[src/rtl/diff.sv]
// ============================================================================
//  Module   : diff
//  Purpose  : Registered locator of the lowest bit where A and B differ,
//             with an equality flag (miniRISC "diff" instruction).
//  Revision : 1.0  initial release
// ============================================================================
`timescale 1ns/1ps
`default_nettype none

module diff #(
    parameter int WIDTH = 32,
    parameter int IDX_W = $clog2(WIDTH)
) (
    input  logic             clk,
    input  logic             rst,
    input  logic             in_valid,
    input  logic [WIDTH-1:0] A,
    input  logic [WIDTH-1:0] B,
    output logic             out_valid,
    output logic [IDX_W-1:0] out,
    output logic             eq
);

    localparam logic [IDX_W-1:0] c_idx_zero = '0;

    logic [WIDTH-1:0] w_x;
    logic [IDX_W-1:0] w_idx;
    logic             w_eqc;

    logic             r_out_valid;
    logic [IDX_W-1:0] r_out;
    logic             r_eq;

    assign w_x   = A ^ B;
    assign w_eqc = (w_x == '0);

    // Scan from the top down so the lowest set bit is the last to win.
    // An all-zero pattern leaves the index at zero.
    always_comb begin
        w_idx = c_idx_zero;
        for (int i = WIDTH - 1; i >= 0; i--) begin
            if (w_x[i]) begin
                w_idx = IDX_W'(i);
            end
        end
    end

    always_ff @(posedge clk) begin
        if (rst) begin
            r_out_valid <= 1'b0;
            r_out       <= c_idx_zero;
            r_eq        <= 1'b0;
        end else begin
            r_out_valid <= in_valid;
            if (in_valid) begin
                r_out <= w_idx;
                r_eq  <= w_eqc;
            end
        end
    end

    assign out_valid = r_out_valid;
    assign out       = r_out;
    assign eq        = r_eq;

endmodule

`default_nettype wire

[config.mk]
export PLATFORM = sky130hd
export DESIGN_NAME = diff
export DESIGN_NICKNAME = d
export VERILOG_FILES = /design/src/rtl/diff.sv
export SDC_FILE = /design/constraint.sdc
export NUM_CORES = 1
export LEC_CHECK = 0
export BUFFER_PORTS_ARGS = -buffer_cell sky130_fd_sc_hd__buf_4
export CORE_MARGIN = 3
export CORE_UTILIZATION = 30
export CTS_CLUSTER_DIAMETER = 30
export CTS_CLUSTER_SIZE = 30
export DETAILED_ROUTE_END_ITERATION = 10
export SYNTH_ARGS = -nofsm -noshare
export SYNTH_HDL_FRONTEND = slang
export SYNTH_SLANG_ARGS = --single-unit
[constraint.sdc]
create_clock -name clk -period 3.26 [get_ports clk]
set_clock_uncertainty 0.2 [all_clocks]
set_input_delay 0.326 -clock clk [delete_from_list [all_inputs] [get_ports clk]]
set_output_delay 0.326 -clock clk [all_outputs]
set_load 0.05 [all_outputs]
==> summary.txt <==
outcome -> complete, no violations
Post-Syn Area -> 930 um^2
Crit-path slowest cell -> or4b_4
WHS Path Cells -> 3
number of global-route vias before repair -> 1021
fin area -> 1540 um^2
RSZ-0062 raised after global routing -> false
synthesis-to-layout area growth -> 65.9%
later-pin clock latency in the skew report -> 0.25 ns
FF-to-FF Start -> out[0]
DR iter-0 viols -> 19
Place WS -> 1.24 ns
Num CTS Buffers -> 3
post-synthesis instance total -> 118
Final #Nets -> 263
setup ws final -> 1.47 ns
PD cells -> 236 nW/um^2
final cycle utilization of the critical path -> 55.0%
WL per Instance -> 12.3 um
Clk pin slew, worst setup/hold paths -> 0.05 ns
Min-Delay Path Class -> primary input to flop
VDD IR max -> 0.102 mV
Fin. Hold Viols -> 0
Row Count -> 19
R2R setup slack -> 1.56 ns
Post-CTS Resized -> 0
core footprint -> 2850 um^2
total leakage power -> 0.692 nW
vias per cell -> 5.00
Crit. End Element -> flop
grt total ovfl -> 0
Final Setup Violations -> 0
worst reg2reg path depth -> 4
die span in y -> 61.7 um
DRT Pass-1 Iters -> 4
full die area -> 3800 um^2
starting density of the core -> 32.6%
delay-heaviest family, CP -> simple AND/OR/NAND/NOR gates
initial antenna violation count -> 0
clk sink count -> 7
Pins Over Slew Limit -> 0
largest net degree at the start of global routing -> 7
Final Routed Wirelength -> 2770 um
Worst EP arrival -> 1.73 ns
CTS Buffer Depth -> 2
Seq/Total Area, Yosys -> 15.1%
Mean Syn Cell Area -> 7.88 um^2
RR Endpoint -> out[0]
min Tclk post-route -> 1.79 ns
CP Class -> primary input to flop
H-Tree Depth -> 1
Final ANT Viol Nets -> 0
Worst-Margin Slew -> 0.556 ns
Total Routing Usage GR -> 13.9%
Die Wd -> 61.7 um
Slew headroom -> 62.7%
Worst EP required -> 3.19 ns
max_cap viols -> 0
Diodes inserted -> 0
Worst Path Max Fanout -> 2
crit start category -> primary input
Post-CTS Setup Bufs -> 0
hold wc startpoint -> in_valid
Final HPWL DP -> 2510 um
vias -> 1129
Tot Pwr -> 0.000364 W
# DRC -> 0
Root Driver -> clkbuf_4
most common cell after layout, fill and taps aside -> buf_4
post-synthesis cell type count -> 36
CTS Hold Buffers Added -> 0
hold endpoint -> out_valid
max incr delay on CP -> 0.53 ns
Synth Register Bits -> 7
DP Area -> 1520 um^2
CP Buf/Inv Count -> 1
most frequent cells in the layout -> buf_4, xor2_1, nor2_1
CP Cell Sequence -> buf_4 > xor2_1 > a32o_2 > or4b_4 > a311oi_2 > nor2_1
ratio of cells with drive above 1 in the final layout -> 42.1%
Mapped Nets -> 185
GPL Wtd Cong -> 0.839
Syn. warnings -> 0
total I/O pin count -> 74
IO buf count -> 73
first-pass GRT wire length -> 4090 um
CTS tree -> built
Setup TNS -> 0 ns
max frequency -> 557 MHz
state kept, by name, summed over array words and instances, names as in the netlist:
name / flops
out: 5
eq: 1
out_valid: 1
tightest hold or removal path: stages:
cell      delay [ns]
buf_4           0.08
nand2b_1        0.09
inv_2           0.07
stage by stage:
step | std cells | hold WS [ns] | utilization, %
2_1_floorplan | 118 | 0.281 | -
3_3_place_gp | 222 | 0.242 | 53.2
3_5_place_dp | 222 | 0.249 | 53.2
4_1_cts | 226 | 0.143 | 54.1
5_1_grt | 226 | 0.170 | 54.1
6_report | 226 | 0.145 | 54.1
how the worst max path moves through the flow:
stage,to,from,cells past startpoint,slack (ns)
finish,out[0],B[1],6,1.47
global route,eq,B[23],5,1.40
floorplan,out[0],out[0],4,1.42
CTS,out[0],B[1],6,1.46
global placement,out[0],B[1],6,1.30
detailed placement,out[0],B[1],6,1.24
Yosys cell counts:
| master | count | area share, % |
|---|---|---|
| nor4b_1 | 1 | 0.94 |
| o21ba_1 | 1 | 1.1 |
| xor2_2 | 1 | 1.8 |
| or2_0 | 1 | 0.67 |
| nand2b_1 | 1 | 0.67 |
| a22o_1 | 1 | 0.94 |
| o21a_1 | 1 | 0.81 |
| o211ai_1 | 3 | 2.4 |
| o21ai_0 | 4 | 2.2 |
| dfxtp_1 | 7 | 15 |
| a2111oi_0 | 1 | 0.94 |
| nand3_1 | 1 | 0.54 |
| o21ai_1 | 2 | 1.1 |
| a22oi_1 | 1 | 0.81 |
| a32oi_1 | 1 | 0.94 |
| o211a_1 | 1 | 1.1 |
| o31ai_1 | 3 | 2.4 |
| a21oi_1 | 3 | 1.6 |
| a211oi_1 | 2 | 1.6 |
| xor2_1 | 26 | 24 |
| o22ai_1 | 1 | 0.67 |
| a21oi_4 | 1 | 1.8 |
| xnor2_1 | 12 | 11 |
| nor2_1 | 17 | 6.9 |
| inv_2 | 1 | 0.40 |
| or2_1 | 1 | 0.67 |
| nor3_1 | 3 | 1.6 |
| a32o_2 | 1 | 1.2 |
| or4b_4 | 1 | 1.5 |
| nand2_1 | 5 | 2.0 |
| a311oi_2 | 1 | 1.6 |
| nor4_1 | 3 | 2.0 |
| nor2b_1 | 1 | 0.67 |
| or4_1 | 1 | 0.81 |
| nand4_1 | 6 | 4.0 |
| o21bai_1 | 1 | 0.81 |
layout make-up:
type,instances,area [um^2]
clock buffers,4,26.3
fillers,274,1310
inverters,1,3.75
multi-input cells,110,786
flip-flops and latches,7,140
well taps,31,38.8
repair buffers,73,548
per-layer routing:
metal  part of all wire [%]  GRT usage, %  vias up
met3                     12          3.35        0
met1                     36          13.8      485
met4                      0          1.21        0
met2                     53          29.3       60
li1                       -             -      584
met5                      0             0        -
power by group:
part            total, W  switching [W]  leakage (nW)  internal, W
registers      0.0000902     0.00000141        0.0569    0.0000888
logic           0.000195      0.0000947         0.620     0.000100
clock network  0.0000787      0.0000320        0.0150    0.0000467
logic make-up (layout without fill, tap and decap cells):
family	Yosys count	count (layout)	synth area share [%]
compound gates	29	29	24.0
simple gates	42	42	23.0
buf+inv	1	78	0.403
flops	7	7	15.1
xor+xnor	39	39	37.6
Power figures use the tool's default switching activity.
